## config.mk

```make
export PLATFORM = sky130hd
export DESIGN_NAME = cond_flag_evaluator
export DESIGN_NICKNAME = d
export VERILOG_FILES = /design/src/rtl/cond_flag_evaluator_pkg.sv /design/src/rtl/cond_flag_evaluator_fifo.sv /design/src/rtl/cond_flag_evaluator.sv
export SDC_FILE = /design/constraint.sdc
export NUM_CORES = 1
export LEC_CHECK = 0
export ABC_AREA = 1
export ABC_CLOCK_PERIOD_IN_PS = 3400
export BUFFER_PORTS_ARGS = -buffer_cell sky130_fd_sc_hd__buf_2
export CORE_UTILIZATION = 50
export CTS_CLUSTER_SIZE = 14
export DETAILED_ROUTE_END_ITERATION = 12
export PLACE_DENSITY = 0.73
export SYNTH_ARGS = -nofsm -noshare
export SYNTH_HDL_FRONTEND = slang
export SYNTH_SLANG_ARGS = --single-unit
```

## constraint.sdc

```tcl
create_clock -name clk -period 3.4 [get_ports clk]
set_input_delay 0.17 -clock clk [delete_from_list [all_inputs] [get_ports clk]]
set_output_delay 0.17 -clock clk [all_outputs]
set_load 0.01 [all_outputs]
```

## src/rtl/cond_flag_evaluator_pkg.sv

```systemverilog
// Shared types for the comparator-flag consumer: condition codes, the flag pair, and condition evaluation.
package cond_eval_pkg;

    typedef enum logic [2:0] {EQ, NE, GT, GE, LT, LE, ALWAYS, NEVER} cond_e;

    typedef struct packed {
        logic gt;
        logic eq;
    } flag_t;

    // lt is implied: a pair with neither gt nor eq means a < b.
    function automatic logic eval(cond_e c, flag_t f);
        logic lt;
        logic r;
        lt = !f.gt && !f.eq;
        case (c)
            EQ:      r = f.eq;
            NE:      r = !f.eq;
            GT:      r = f.gt;
            GE:      r = f.gt | f.eq;
            LT:      r = lt;
            LE:      r = lt | f.eq;
            ALWAYS:  r = 1'b1;
            NEVER:   r = 1'b0;
            default: r = 1'b0;
        endcase
        return r;
    endfunction

endpackage

```

## src/rtl/cond_flag_evaluator_fifo.sv

```systemverilog
// Small synchronous FIFO for comparator flag pairs; head entry is visible combinationally on rdata_o.
module flag_fifo
    import cond_eval_pkg::*;
#(
    parameter int  DEPTH   = 4,
    parameter type entry_t = flag_t
) (
    input  logic                           clk_i,
    input  logic                           rst_ni,
    input  logic                           wr_en_i,
    input  entry_t                         wdata_i,
    input  logic                           rd_en_i,
    output entry_t                         rdata_o,
    output logic [$clog2(DEPTH+1)-1:0]     count_o,
    output logic                           full_o,
    output logic                           empty_o
);

    localparam int PW = $clog2(DEPTH);
    localparam int CW = $clog2(DEPTH + 1);

    entry_t          mem_q [DEPTH];
    logic [PW-1:0]   wr_ptr_q, wr_ptr_d;
    logic [PW-1:0]   rd_ptr_q, rd_ptr_d;
    logic [CW-1:0]   count_q, count_d;
    logic            do_wr, do_rd;

    assign full_o  = (count_q == CW'(DEPTH));
    assign empty_o = (count_q == '0);
    assign count_o = count_q;
    assign rdata_o = mem_q[rd_ptr_q];

    assign do_wr = wr_en_i && !full_o;
    assign do_rd = rd_en_i && !empty_o;

    // Pointers wrap naturally because DEPTH is a power of two.
    always_comb begin
        wr_ptr_d = wr_ptr_q;
        rd_ptr_d = rd_ptr_q;
        count_d  = count_q;
        if (do_wr) wr_ptr_d = wr_ptr_q + PW'(1);
        if (do_rd) rd_ptr_d = rd_ptr_q + PW'(1);
        case ({do_wr, do_rd})
            2'b10:   count_d = count_q + CW'(1);
            2'b01:   count_d = count_q - CW'(1);
            default: count_d = count_q;
        endcase
    end

    always_ff @(posedge clk_i) begin
        if (!rst_ni) begin
            wr_ptr_q <= '0;
            rd_ptr_q <= '0;
            count_q  <= '0;
        end else begin
            wr_ptr_q <= wr_ptr_d;
            rd_ptr_q <= rd_ptr_d;
            count_q  <= count_d;
        end
    end

    always_ff @(posedge clk_i) begin
        if (do_wr) mem_q[wr_ptr_q] <= wdata_i;
    end

endmodule

```

## src/rtl/cond_flag_evaluator.sv

```systemverilog
// Buffers comparator flag pairs and answers condition queries with a registered taken bit.
// Optional COND_FLAG_CHECK_EN drops illegal {gt,eq}={1,1} pushes and raises a sticky flag_err.
module cond_flag_evaluator
    import cond_eval_pkg::*;
#(
    parameter int DEPTH = 4
) (
    input  logic                        clk,
    input  logic                        rst_n,
    input  logic                        flag_valid,
    output logic                        flag_ready,
    input  logic                        is_a_greater,
    input  logic                        equal,
    input  logic                        query_valid,
    output logic                        query_ready,
    input  cond_e                       cond,
    output logic                        res_valid,
    input  logic                        res_ready,
    output logic                        taken,
    output logic [$clog2(DEPTH+1)-1:0]  flag_count,
    output logic                        flag_err
);

    flag_t  wdata, head;
    logic   push, pop, wr_en;
    logic   full, empty;
    logic   res_valid_q, res_valid_d;
    logic   taken_q, taken_d;

    assign wdata.gt    = is_a_greater;
    assign wdata.eq    = equal;
    assign flag_ready  = !full;
    assign query_ready = !empty && (!res_valid_q || res_ready);
    assign push        = flag_valid && flag_ready;
    assign pop         = query_valid && query_ready;
    assign res_valid   = res_valid_q;
    assign taken       = taken_q;

`ifdef COND_FLAG_CHECK_EN
    logic illegal;
    logic flag_err_q;

    assign illegal  = is_a_greater && equal;
    assign wr_en    = push && !illegal;
    assign flag_err = flag_err_q;

    always_ff @(posedge clk) begin
        if (!rst_n)               flag_err_q <= 1'b0;
        else if (push && illegal) flag_err_q <= 1'b1;
    end
`else
    assign wr_en    = push;
    assign flag_err = 1'b0;
`endif

    flag_fifo #(
        .DEPTH   (DEPTH),
        .entry_t (flag_t)
    ) u_fifo (
        .clk_i   (clk),
        .rst_ni  (rst_n),
        .wr_en_i (wr_en),
        .wdata_i (wdata),
        .rd_en_i (pop),
        .rdata_o (head),
        .count_o (flag_count),
        .full_o  (full),
        .empty_o (empty)
    );

    // A drained result keeps its last taken value; only res_valid drops.
    always_comb begin
        res_valid_d = res_valid_q;
        taken_d     = taken_q;
        if (pop) begin
            res_valid_d = 1'b1;
            taken_d     = eval(cond, head);
        end else if (res_ready) begin
            res_valid_d = 1'b0;
        end
    end

    always_ff @(posedge clk) begin
        if (!rst_n) begin
            res_valid_q <= 1'b0;
            taken_q     <= 1'b0;
        end else begin
            res_valid_q <= res_valid_d;
            taken_q     <= taken_d;
        end
    end

endmodule
```

=== Word-level counts from Yosys, hierarchy flattened ===
Memory sizes are Yosys's and may differ from the RTL's. A register that Yosys moved wholly into a read port is not among the register bits.
Index checks and enable logic that the tools add are counted.

* Bitwise gates (word level): 2
* Muxes and demuxes: 8
* Equal/unequal tests: 10
* Reduce and logical (&&, ||, !) cells: 16
* $add $sub $neg: 4

{| class="wikitable"
|+ Operators with widths
! operator !! number
|-
| $eq 3x3->1 const B || 5
|-
| $pmux 1 s8 || 1
|-
| $eq 3x2->1 const B || 2
|-
| $logic_and 1x1->1 || 6
|-
| $logic_not 3->1 || 2
|-
| $pmux 3 s2 || 1
|-
| $logic_not 1->1 || 5
|-
| $add 2x1->2 const B || 2
|-
| $mux 1 || 4
|-
| $mux 2 || 2
|-
| $reduce_bool 2->1 || 2
|-
| $add 3x1->3 const B || 1
|-
| $eq 3x1->1 const B || 1
|-
| $sub 3x1->3 const B || 1
|-
| $eq 2x1->1 const B || 1
|-
| $eq 2x2->1 const B || 1
|-
| $or 1x1->1 || 2
|-
| $logic_or 1x1->1 || 1
|}

* Register bits: 9
* Input bits: 10
* Output and inout port bits: 8
* Memories: 1
* Word-level logic and storage cells: 46
* RAM bits: 8

{| class="wikitable"
|+ Memories
! memory !! depth !! width !! rd ports !! clocked after memory_dff !! write ports !! line !! text
|-
| u_fifo.mem_q || 4 || 2 || 1 || 1 || 1 || cond_flag_evaluator_fifo.sv:22 || <nowiki>entry_t mem_q [DEPTH];</nowiki>
|}

=== Longest topological paths before layout ===
Gate-level depths: netlist (run 1).

* Word-level depth: 7
* Gate-level depth with buffers: 12
* Mapped depth without buffers: 12

=== By module ===
From an unflattened synthesis (run 1), not the netlist that was laid out.

* Cell total of the unflattened synthesis: 130
* Area total of the unflattened synthesis: 1032.2 um^2

{| class="wikitable"
|+ Modules (own cells, without submodules)
! module !! cells each !! area an instance (um^2) !! instances !! seq. area each (um^2)
|-
| flag_fifo || 90 || 809.5 || 1 || 420.4
|-
| cond_flag_evaluator || 40 || 222.7 || 1 || 40.0
|}

=== Worst setup path before layout (run 1) ===
No wires, ideal clock.

* Kind: register to register
* Start: register u_fifo.count_q[0] (netlist: u_fifo.count_o[0])
* End: register u_fifo.count_q[2] (netlist: u_fifo.count_o[2])
* Arrival time: 1860 ps
* Data required time: 3278 ps
* Clock period less this slack: 1982 ps
* Slack: 1418 ps
* Path buffers: 0
* Setup time: 122 ps
* Cell stages (with the launch flop): 12
* Cell sequence: dfxtp_1 nor2_1 a21boi_2 nand2_4 inv_2 ha_1 inv_1 fa_1 a21oi_1 o21ai_0 o21ai_0 a21oi_1

* Longest elaborated chain between the ends: 7
* Elaborated cells on any way between the ends: 15
* Classes of those cells: add/sub (2); eq/ne (3); mux (1); reduce/logical (9)

{| class="wikitable"
|+ Ends and longest elaborated chain
! item !! line !! text
|-
| start, declared || cond_flag_evaluator_fifo.sv:25 || <nowiki>logic [CW-1:0] count_q, count_d;</nowiki>
|-
| start signal, assigned || cond_flag_evaluator_fifo.sv:58 || <nowiki>count_q <= count_d;</nowiki>
|-
| $logic_not 3->1 * || cond_flag_evaluator_fifo.sv:29 || <nowiki>assign empty_o = (count_q == '0);</nowiki>
|-
| $logic_not 1->1 * || cond_flag_evaluator.sv:33 || <nowiki>assign query_ready = !empty && (!res_valid_q || res_ready);</nowiki>
|-
| $logic_and 1x1->1 * || cond_flag_evaluator.sv:33 ||
|-
| named net query_ready || cond_flag_evaluator.sv:15 || <nowiki>output logic query_ready,</nowiki>
|-
| $logic_and 1x1->1 * || cond_flag_evaluator.sv:35 || <nowiki>assign pop = query_valid && query_ready;</nowiki>
|-
| $logic_and 1x1->1 * || cond_flag_evaluator_fifo.sv:34 || <nowiki>assign do_rd = rd_en_i && !empty_o;</nowiki>
|-
| named net u_fifo.do_rd || cond_flag_evaluator_fifo.sv:26 || <nowiki>logic do_wr, do_rd;</nowiki>
|-
| $eq 2x1->1 / $eq 2x2->1 (equally long branches) || cond_flag_evaluator_fifo.sv:43 || <nowiki>case ({do_wr, do_rd})</nowiki>
|-
| $pmux 3 s2 / $reduce_bool 2->1 (equally long branches) || -- ||
|}

The timed path passes the listed nets; every way through them passes the cells marked *.
A chain may end at the register's enable or synchronous reset.

=== Worst setup path after layout (run 1) ===
* Start: register u_fifo.count_q[0] (netlist: u_fifo.count_o[0])
* End: register u_fifo.count_q[2] (netlist: u_fifo.count_o[2])

* Longest elaborated chain between the ends: 7
* Elaborated cells on any way between the ends: 15
* Classes of those cells: add/sub (2); eq/ne (3); mux (1); reduce/logical (9)

{| class="wikitable"
|+ Ends and longest elaborated chain
! item !! line
|-
| $logic_not 3->1 || cond_flag_evaluator_fifo.sv:29
|-
| $logic_not 1->1 || cond_flag_evaluator_fifo.sv:34, cond_flag_evaluator.sv:33
|-
| $logic_and 1x1->1 || cond_flag_evaluator.sv:33
|-
| $logic_and 1x1->1 || cond_flag_evaluator.sv:35
|-
| $logic_and 1x1->1 || cond_flag_evaluator_fifo.sv:34
|-
| $eq 2x1->1 / $eq 2x2->1 (equally long branches) || cond_flag_evaluator_fifo.sv:43
|-
| $pmux 3 s2 / $reduce_bool 2->1 (equally long branches) || --
|}

Parallel ways exist; a longest one is shown, timed or not.

==> results of run 1 <==
## report_power, final
group | internal, mW | switching (mW)
logic | 0.105 | 0.178
registers | 0.284 | 0.0322
clock network | 0.0455 | 0.0625
## worst max-delay path by stage
stage	from	endpoint	slack [ns]
after CTS	u_fifo.count_o[0]	u_fifo.count_o[2]	1.34
after floorplan	u_fifo.count_o[0]	u_fifo.count_o[2]	1.42
final	u_fifo.count_o[0]	u_fifo.count_o[2]	1.35
after global routing	u_fifo.count_o[0]	u_fifo.count_o[2]	1.15
after global placement	u_fifo.count_o[0]	u_fifo.count_o[2]	1.46
after detailed placement	u_fifo.count_o[0]	u_fifo.count_o[2]	1.36
## cell families (layout without fill, tap and decap cells)
| group | Yosys count | count (layout) | share of synthesized area [%] |
|---|---|---|---|
| AO/OA/AOI/OAI | 20 | 20 | 12.0 |
| adder cells (fa/ha/maj) | 6 | 6 | 8.51 |
| buffers and inverters | 24 | 43 | 9.67 |
| flip-flops | 19 | 19 | 47.4 |
| other | 1 | 1 | 0.386 |
| AND/OR/NAND/NOR | 51 | 51 | 22.0 |
## per-layer routing
layer	global-route usage, %	vias to the layer above
met1	20.1	355
met2	31.0	13
li1	-	415
met5	0	-
met4	8.82	0
met3	2.35	2
## layout by cell type (no fill, tap or decap), drive strengths merged
cell,synthesis,final
edfxtp,8,8
o21ai,7,7
nor3,1,1
or2,1,1
clkbuf,0,4
dfxtp,11,11
a21oi,11,11
fa,1,1
nand3,5,5
buf,1,16
nor2,11,11
inv,23,23
a21boi,1,1
o21a,1,1
conb,1,1
nand2,33,33
ha,5,5
## final cells by class
type / instances / share of cell area [%]
inverter: 23 / 7.84
clock buffer: 4 / 2.39
tap: 25 / 2.84
timing repair buffer: 16 / 7.27
multi-input combinational: 78 / 37.8
sequential: 19 / 41.8
## stage by stage
step | hold slack, ns | setup WS (ns) | total power [mW] | instance area [um2]
6_report | 0.102 | 1.35 | 0.707 | 1100
3_5_place_dp | 0.396 | 1.36 | 0.605 | 1070
2_1_floorplan | 0.269 | 1.42 | 0.522 | 971
3_3_place_gp | 0.387 | 1.46 | 0.594 | 1070
4_1_cts | 0.0959 | 1.34 | 0.713 | 1100
5_1_grt | 0.0979 | 1.15 | 0.770 | 1100
==> reports/metrics.cfg, run 1 <==
[global_routing]
grt_usage_pct=17.4
first_global_vias=643
grt_max_degree=11
grt_overflow_total=0
grt_pass1_wl_um=2540
grt_antenna_before_repair=0

[synth]
avgSynthCellArea_um2=8.02
synth.area.top_cells=edfxtp_1 25%, dfxtp_1 23%, nand2_1 12%
syn_area_um2=971
syn_nets=137
synth.most_common_cell=nand2_1
yosys.area.top_type=edfxtp_1
synth_common_cells=31 x nand2_1, 21 x inv_1, 11 x dfxtp_1
yosysTopAreaCellShare_pct=24.7
ys_seq_area_share_pct=47.4
ys.flop_type=dfxtp_1
async_flop_share_pct=0
synth_cells=121
synth_cell_types=22
ys_ff_latch=19
ys_warn_count=0
synth_edf_count=8

[setup_path]
r2r_start=u_fifo.count_o[0]
cp-end-kind=flop
startpoint_type=flop
max_stage_delay_ns=0.38
cp_slowest_cell=fa_1
cp_cell_sequence=nor2_1 > nand2_1 > nand2_1 > ha_1 > inv_1 > fa_1 > a21oi_1 > o21ai_0 > o21ai_0 > a21oi_1
regToRegEndpoint=u_fifo.count_o[2]
critPathKind=reg -> reg
cp.arrival_ns=2.24
cp.depth=10
critPathBufInv=1
path_max_fanout=9
ff2ff_path_depth=10
reg2reg_setup_slack_ns=1.35
crit_family=adder cells
crit_required_ns=3.59

[sta]
worst_clock_skew_ns=0.00787
fin_crit_sh_pct=60.4
setup_tns_ns=0
min_period_ns=2.05
fmax_ghz=0.487
finalSetupViolCount=0
hold_viol=0
rsz0062_at_grt=no
finalMaxSlewViolations=0

[power_and_ir_drop]
peakVddDrop_uv=453
p_leak_nw=0.533
powerDensity_nw_per_um2=642

[cells_and_area]
multi_input_area_um2=417
area_growth_pct=13.4
postLayoutCoreUtil_pct=62.4
final_cells=165
register_area_um2=460
antenna_cells=0
drive_above_1_share_pct=20.0
fin_nets=157
num-fill-cells=180

[routing]
avgRoutedWirePerCell_um=9.87
dr.first_iter.drc_count=7
drt-total-wl_um=1630
top_layer_used=met4
drc=0
wl_met1_um=714
wl_met3_um=45
drt-vias-per-instance=4.76
vias=785
dr_wl_met2_um=849
drt-pass1-iter-count=4
ant_nets=0

[die]
dieArea_um2=2120
die_w_um=46.1
die_h_um=46.1
rows=15
core-area_um2=1760
initial_core_util_pct=55.0
ios=18

[outcome]
status=finished, final reports clean

[place]
place_hpwl_um=1320
numPortBuffers=16
globalplace.congestion=0.756
dp_cells=161

[clock_tree]
cts_setup_buffers=0
clock-root-buffer=clkbuf_4
clk_pin_slew_ns=0.10
clockBufferDepth=2
numCtsBuffers=3
cts_tree=built
cts_num_sinks=19
hold_buffers=0
clk_latency_ns=0.29
cts_resized=0
cts_max_level=1

[min_path]
hold_path_startpoint=equal
hold_path_end=u_fifo.mem_q[2][0]
hold_depth=1
hold_class=in -> reg

[flow_run]
cap_violations=0

Power figures use the tool's default switching activity.
==> run 2, diff against run 1 <==
--- a/config.mk
+++ b/config.mk
@@ -6,9 +6,9 @@
 export NUM_CORES = 1
 export LEC_CHECK = 0
 export ABC_AREA = 1
-export ABC_CLOCK_PERIOD_IN_PS = 3400
+export ABC_CLOCK_PERIOD_IN_PS = 1700
 export BUFFER_PORTS_ARGS = -buffer_cell sky130_fd_sc_hd__buf_2
-export CORE_UTILIZATION = 50
+export CORE_UTILIZATION = 48
 export CTS_CLUSTER_SIZE = 14
 export DETAILED_ROUTE_END_ITERATION = 12
 export PLACE_DENSITY = 0.73
==> constraint.sdc (replaced) <==
create_clock -name clk -period 1.7 [get_ports clk]
set_input_delay 0.085 -clock clk [delete_from_list [all_inputs] [get_ports clk]]
set_output_delay 0.085 -clock clk [all_outputs]
set_load 0.01 [all_outputs]
==> run 2 against run 1 <==
Effect of this change: the flow now finishes with violations (negative setup slack); first-iteration DRC count grew 14%; core utilization up 6.8 points; clock power increased by 100%; non-clock buffer count increased by 11; critical endpoint unchanged; largest power group is now combinational cells.
==> reports/metrics.cfg, run 2 (synthesis gave the netlist of run 1 again) <==
[cells_and_area]
fin_nets=168  ; was 157
antenna_cells=0  ; unchanged
fin_area_um2=1250  ; was 1100 um2
drive_above_1_share_pct=35.1  ; was 20.0%
postLayoutCoreUtil_pct=69.2  ; was 62.4%
most-common-layout-cells=28 x nand2_1, 19 x inv_1, 16 x buf_2  ; was 31 x nand2_1, 21 x inv_1, 16 x buf_2
area_growth_pct=28.4  ; was 13.4%
final_common_cell=nand2_1  ; unchanged

[global_routing]
first_global_vias=698  ; was 643
grt_usage_pct=17.7  ; was 17.4%
grt_pass1_wl_um=2620  ; was 2540 um
grt_antenna_before_repair=0  ; unchanged
grt_max_degree=11  ; unchanged
grt_overflow_total=0  ; unchanged

[routing]
vias=835  ; was 785
ant_nets=0  ; unchanged
drt-pass1-iter-count=4  ; unchanged
drt-total-wl_um=1760  ; was 1630 um
drt-vias-per-instance=4.74  ; was 4.76
avgRoutedWirePerCell_um=10.0  ; was 9.87 um
drc=0  ; unchanged
dr.first_iter.drc_count=8  ; was 7

[place]
place_ws_ns=-0.0461  ; was 1.36 ns
globalplace.congestion=0.686  ; was 0.756
dpl_cell_area_um2=1130  ; was 1070 um2
numPortBuffers=16  ; unchanged
place_hpwl_um=1290  ; was 1320 um

[outcome]
violations=negative setup slack
status=finished, violations left  ; was finished, final reports clean

[sta]
finalSetupViolCount=1  ; was 0
setup_ws_ns=-0.0310  ; was 1.35 ns
min_period_ns=1.73  ; was 2.05 ns
finalMaxSlewViolations=0  ; unchanged
worst_clock_skew_ns=0.00246  ; was 0.00787 ns
rsz0062_at_grt=yes  ; was no
fmax_ghz=0.578  ; was 0.487 GHz
setup_tns_ns=-0.0310  ; was 0 ns
hold_viol=0  ; unchanged
fin_crit_sh_pct=102  ; was 60.4%

[die]
dieArea_um2=2210  ; was 2120 um2
die_w_um=47.0  ; was 46.1 um
core-area_um2=1800  ; was 1760 um2
initial_core_util_pct=53.9  ; was 55.0%
die_h_um=47.0  ; was 46.1 um
ios=18  ; unchanged
rows=15  ; unchanged

[min_path]
hold_class=in -> reg  ; unchanged

[flow_run]
cap_violations=0  ; unchanged

[clock_tree]
clock-root-buffer=clkbuf_4  ; unchanged
clk_pin_slew_ns=0.10  ; about the same
clk_latency_ns=0.29  ; about the same
cts_max_level=1  ; unchanged
numCtsBuffers=3  ; unchanged
hold_buffers=0  ; unchanged
clockBufferDepth=2  ; unchanged
cts_tree=built  ; unchanged
cts_num_sinks=19  ; unchanged

[setup_path]
max_stage_delay_ns=0.38  ; about the same
crit_required_ns=1.89  ; was 3.59 ns
reg2reg_setup_slack_ns=-0.03  ; was 1.35 ns
startpoint_type=flop  ; unchanged
cp.arrival_ns=1.92  ; was 2.24 ns
cp-end-kind=flop  ; unchanged
ff2ff_path_depth=11  ; was 10
cp_slowest_cell=dfxtp_4  ; was fa_1
crit_end=u_fifo.count_o[2]  ; unchanged
cp_common_cell=inv_4
critPathKind=reg -> reg  ; unchanged
cp_cell_sequence=inv_4 > a21boi_4 > nand2_4 > inv_4 > ha_4 > inv_2 > fa_2 > a21oi_2 > o21ai_2 > o21ai_1 > a21oi_1  ; was nor2_1 > nand2_1 > nand2_1 > ha_1 > inv_1 > fa_1 > a21oi_1 > o21ai_0 > o21ai_0 > a21oi_1
path_max_fanout=3  ; was 9
r2r_start=u_fifo.count_o[2]  ; was u_fifo.count_o[0]
regToRegEndpoint=u_fifo.count_o[2]  ; unchanged
worstSetupStartpoint=u_fifo.count_o[2]  ; was u_fifo.count_o[0]

[power_and_ir_drop]
p_leak_nw=0.600  ; was 0.533 nW
powerDensity_nw_per_um2=1360  ; was 642 nW/um2
peakVddDrop_uv=819  ; was 453 uV

## run 2: cell count changes in the layout (fill, tap and decap cells not counted), sizes merged
cell / change
buf: +11
## run 2: worst max-delay path, delay by kind of cell (launching register included)
kind                     cells  cell delay, ns
AO/OA/AOI/OAI                5            0.55
adder cells (fa/ha/maj)      2            0.46
buffers and inverters        3            0.15
flip-flops                   1            0.38
AND/OR/NAND/NOR              1            0.08
## run 2: how the worst min path moves through the flow
stage	start	endpoint	slack, ns	cells after the start
2_1_floorplan	equal	u_fifo.mem_q[0][0]	0.18	0
3_3_place_gp	equal	u_fifo.mem_q[2][0]	0.30	1
3_5_place_dp	equal	u_fifo.mem_q[2][0]	0.31	1
4_1_cts	equal	u_fifo.mem_q[1][0]	0.002	1
5_1_grt	equal	u_fifo.mem_q[2][0]	0.01	1
6_report	equal	u_fifo.mem_q[1][0]	0.01	1
## run 2: layout make-up
type / count / area [um2]
clock buffers: 4 / 26.3
fillers: 153 / 556
inverters: 23 / 91.3
multi-input cells: 78 / 462
flip-flops and latches: 19 / 473
well taps: 25 / 31.3
repair buffers: 27 / 163
## run 2: stage by stage
stage          total power, mW  hold WS, ns  instances
6_report                  1.69       0.0131        176
5_1_grt                   1.82      0.00991        176
4_1_cts                   1.63      0.00186        172
3_5_place_dp              1.32        0.310        164
3_3_place_gp              1.29        0.304        164
2_1_floorplan             1.12        0.184        121
## run 2: timing repair
item / in CTS / in global routing
pin swaps: 7 / 6
endpoints found under the setup margin: 1 / 1
gates resized for setup: 7 / 2
buffers inserted: 4 / 4
## run 2: power by group
group	leakage [nW]	switching (mW)	total, mW	internal [mW]
clock	0.0150	0.126	0.218	0.0913
combinational	0.418	0.441	0.812	0.372
sequential	0.166	0.0718	0.659	0.588
## run 2: layer usage
layer	wire length [um]	vias to the layer above	GRT usage (%)
li1	-	440	-
met2	973	11	33.3
met4	36	0	10.3
met5	0	-	0
met1	708	380	17.8
met3	42	4	3.46
==> run 3, diff against run 2 <==
--- a/config.mk
+++ b/config.mk
@@ -5,7 +5,6 @@
 export SDC_FILE = /design/constraint.sdc
 export NUM_CORES = 1
 export LEC_CHECK = 0
-export ABC_AREA = 1
 export ABC_CLOCK_PERIOD_IN_PS = 1700
 export BUFFER_PORTS_ARGS = -buffer_cell sky130_fd_sc_hd__buf_2
 export CORE_UTILIZATION = 48
==> run 3 against run 2 <==
Effect of this change: the run still ends with negative setup slack left; area after synthesis rose by 2.6%; total power fell by 3.1%; first-iteration DRC count rose by 88%; register-to-register slack got worse by 0.17 ns; final cell count fell by 16%; critical path type unchanged; largest cell class is now multi-input gates.
==> reports/metrics.cfg, run 3 <==
[setup_path]
cp-end-kind=flop  ; unchanged
max_stage_delay_ns=0.33  ; was 0.38 ns
crit_required_ns=1.94  ; was 1.89 ns
cp_slowest_cell=dfxtp_2  ; was dfxtp_4
startpoint_type=flop  ; unchanged
critPathKind=reg -> reg  ; unchanged
critPathBufInv=1  ; was 3
path_max_fanout=2  ; was 3
reg2reg_setup_slack_ns=-0.20  ; was -0.03 ns
crit_family=simple AND/OR/NAND/NOR gates  ; was compound AO/OA/AOI/OAI gates
cp_cell_sequence=nor2b_4 > nor3b_4 > ha_2 > inv_2 > fa_2 > xor2_1 > or3_1 > a21boi_1  ; was inv_4 > a21boi_4 > nand2_4 > inv_4 > ha_4 > inv_2 > fa_2 > a21oi_2 > o21ai_2 > o21ai_1 > a21oi_1
cp.arrival_ns=2.14  ; was 1.92 ns

[synth]
synth.most_common_cell=dfxtp_1  ; was nand2_1
synth_edf_count=8  ; unchanged
ys_warn_count=0  ; unchanged
synth_common_cells=11 x dfxtp_1, 8 x edfxtp_1, 6 x and2_1, 6 x inv_1  ; was 31 x nand2_1, 21 x inv_1, 11 x dfxtp_1
ys_ff_latch=19  ; unchanged
ys_seq_area_share_pct=46.2  ; was 47.4%
ys.flop_type=dfxtp_1  ; unchanged
yosysTopAreaCellShare_pct=24.1  ; was 24.7%
avgSynthCellArea_um2=11.1  ; was 8.02 um2
yosys.area.top_type=edfxtp_1  ; unchanged
synth.area.top_cells=edfxtp_1 24%, dfxtp_1 22%, ha_1 6.3%  ; was edfxtp_1 25%, dfxtp_1 23%, nand2_1 12%
synth_cell_types=35  ; was 22
synth_cells=90  ; was 121
syn_area_um2=996  ; was 971 um2
syn_nets=106  ; was 137
async_flop_share_pct=0  ; unchanged

[sta]
rsz0062_at_grt=yes  ; unchanged
setup_ws_ns=-0.199  ; was -0.0310 ns
min_period_ns=1.90  ; was 1.73 ns
finalSetupViolCount=2  ; was 1
fin_crit_sh_pct=112  ; was 102%
worst_clock_skew_ns=0.0156  ; was 0.00246 ns
holdWs_ns=0.0654  ; was 0.0131 ns
fmax_ghz=0.527  ; was 0.578 GHz
setup_tns_ns=-0.223  ; was -0.0310 ns
finalMaxSlewViolations=0  ; unchanged
hold_viol=0  ; unchanged

[die]
rows=16  ; was 15
die_w_um=47.6  ; was 47.0 um
dieArea_um2=2260  ; was 2210 um2
core-area_um2=1960  ; was 1800 um2
die_h_um=47.6  ; was 47.0 um
ios=18  ; unchanged
initial_core_util_pct=50.8  ; was 53.9%

[min_path]
hold_class=in -> reg  ; unchanged

[global_routing]
grt_usage_pct=14.9  ; was 17.7%
grt_pass1_wl_um=2250  ; was 2620 um
first_global_vias=563  ; was 698
grt_max_degree=11  ; unchanged
grt_overflow_total=0  ; unchanged
grt_antenna_before_repair=0  ; unchanged

[clock_tree]
clk_latency_ns=0.30  ; was 0.29 ns
clockBufferDepth=2  ; unchanged
clk_pin_slew_ns=0.11  ; was 0.10 ns
cts_num_sinks=19  ; unchanged
cts_tree=built  ; unchanged
cts_max_level=1  ; unchanged
clock-root-buffer=clkbuf_4  ; unchanged
numCtsBuffers=3  ; unchanged

[routing]
drc=0  ; unchanged
drt-vias-per-instance=4.95  ; was 4.74
dr.first_iter.drc_count=15  ; was 8
vias=728  ; was 835
drt-total-wl_um=1700  ; was 1760 um
avgRoutedWirePerCell_um=11.6  ; was 10.0 um
ant_nets=0  ; unchanged
drt-pass1-iter-count=3  ; was 4

[place]
place_ws_ns=-0.205  ; was -0.0461 ns
place_hpwl_um=1290  ; about the same
numPortBuffers=16  ; unchanged
globalplace.congestion=0.697  ; was 0.686

[cells_and_area]
area_growth_pct=28.4  ; about the same
final_common_cell=buf_2  ; was nand2_1
num-fill-cells=173  ; was 153
most-common-layout-cells=16 x buf_2, 12 x buf_4, 8 x edfxtp_1  ; was 28 x nand2_1, 19 x inv_1, 16 x buf_2
fin_nets=137  ; was 168
antenna_cells=0  ; unchanged
drive_above_1_share_pct=40.8  ; was 35.1%

[flow_run]
cap_violations=0  ; unchanged

[power_and_ir_drop]
powerDensity_nw_per_um2=1280  ; was 1360 nW/um2
p_leak_nw=0.519  ; was 0.600 nW
peakVddDrop_uv=850  ; was 819 uV

[outcome]
status=finished, violations left  ; unchanged
violations=negative setup slack  ; unchanged

## run 3: repair_timing
action / in CTS / in global routing
setup buffers: 2 / 2
endpoints found under the setup margin: 2 / 3
gates resized for setup: 1 / 1
hold buffers: 2 / 0
hold endpoints to repair: 8 / 0
pin swaps: 2 / 3
## run 3: cell type report
type	count	area (um2)	area share [%]
flip-flops and latches	19	474	37.1
multi-input cells	61	529	41.4
well taps	27	33.8	2.64
clock buffers	4	26.3	2.05
inverters	6	25.0	1.96
repair buffers	30	190	14.9
## run 3: cell families (layout without fill, tap and decap cells)
| group | after synthesis | count (layout) | share of synthesized area, % |
|---|---|---|---|
| adders and majority gates | 6 | 6 | 8.29 |
| DFF | 19 | 19 | 46.2 |
| AOI/OAI and AO/OA | 11 | 11 | 7.29 |
| other | 1 | 1 | 0.377 |
| xor gates and xnor gates | 7 | 7 | 6.16 |
| muxes | 6 | 6 | 8.92 |
| and+or+nand+nor | 30 | 30 | 17.6 |
| buffers and inverters | 10 | 40 | 5.15 |
## run 3: through the flow
step / cell area, um2 / instances / util (%) / power (mW)
floorplan: 1060 / 90 / - / 1.19
global placement: 1200 / 137 / 61.2 / 1.36
detailed placement: 1200 / 137 / 61.2 / 1.38
CTS: 1260 / 145 / 64.3 / 1.63
global route: 1280 / 147 / 65.2 / 1.75
finish: 1280 / 147 / 65.2 / 1.64
## run 3: worst paths after layout
| kind | from | end | cells after the start |
|---|---|---|---|
| setup reg to reg | res_valid | u_fifo.count_o[2] | 8 |
| hold / removal | cond[2] | taken | 3 |
| setup / recovery | res_valid | u_fifo.count_o[2] | 8 |
| hold reg to reg | u_fifo.wr_ptr_q[1] | u_fifo.wr_ptr_q[1] | 2 |
## run 3: worst min-delay path, stage by stage
cell and delay (ns):
buf_2 0.09, a31o_2 0.09, a31oi_1 0.07
## run 3: layer usage
layer / up-vias / routed length, um / GRT usage, %
li1: 373 / - / -
met1: 340 / 743 / 17.3
met2: 13 / 872 / 25.2
met3: 2 / 56 / 4.15
met4: 0 / 29 / 7.78
met5: - / 0 / 0
## run 3: where the power goes
part           internal, mW  total [mW]  switching, mW
combinational         0.399       0.707          0.309
sequential            0.593       0.705          0.112
clock                0.0915       0.224          0.133
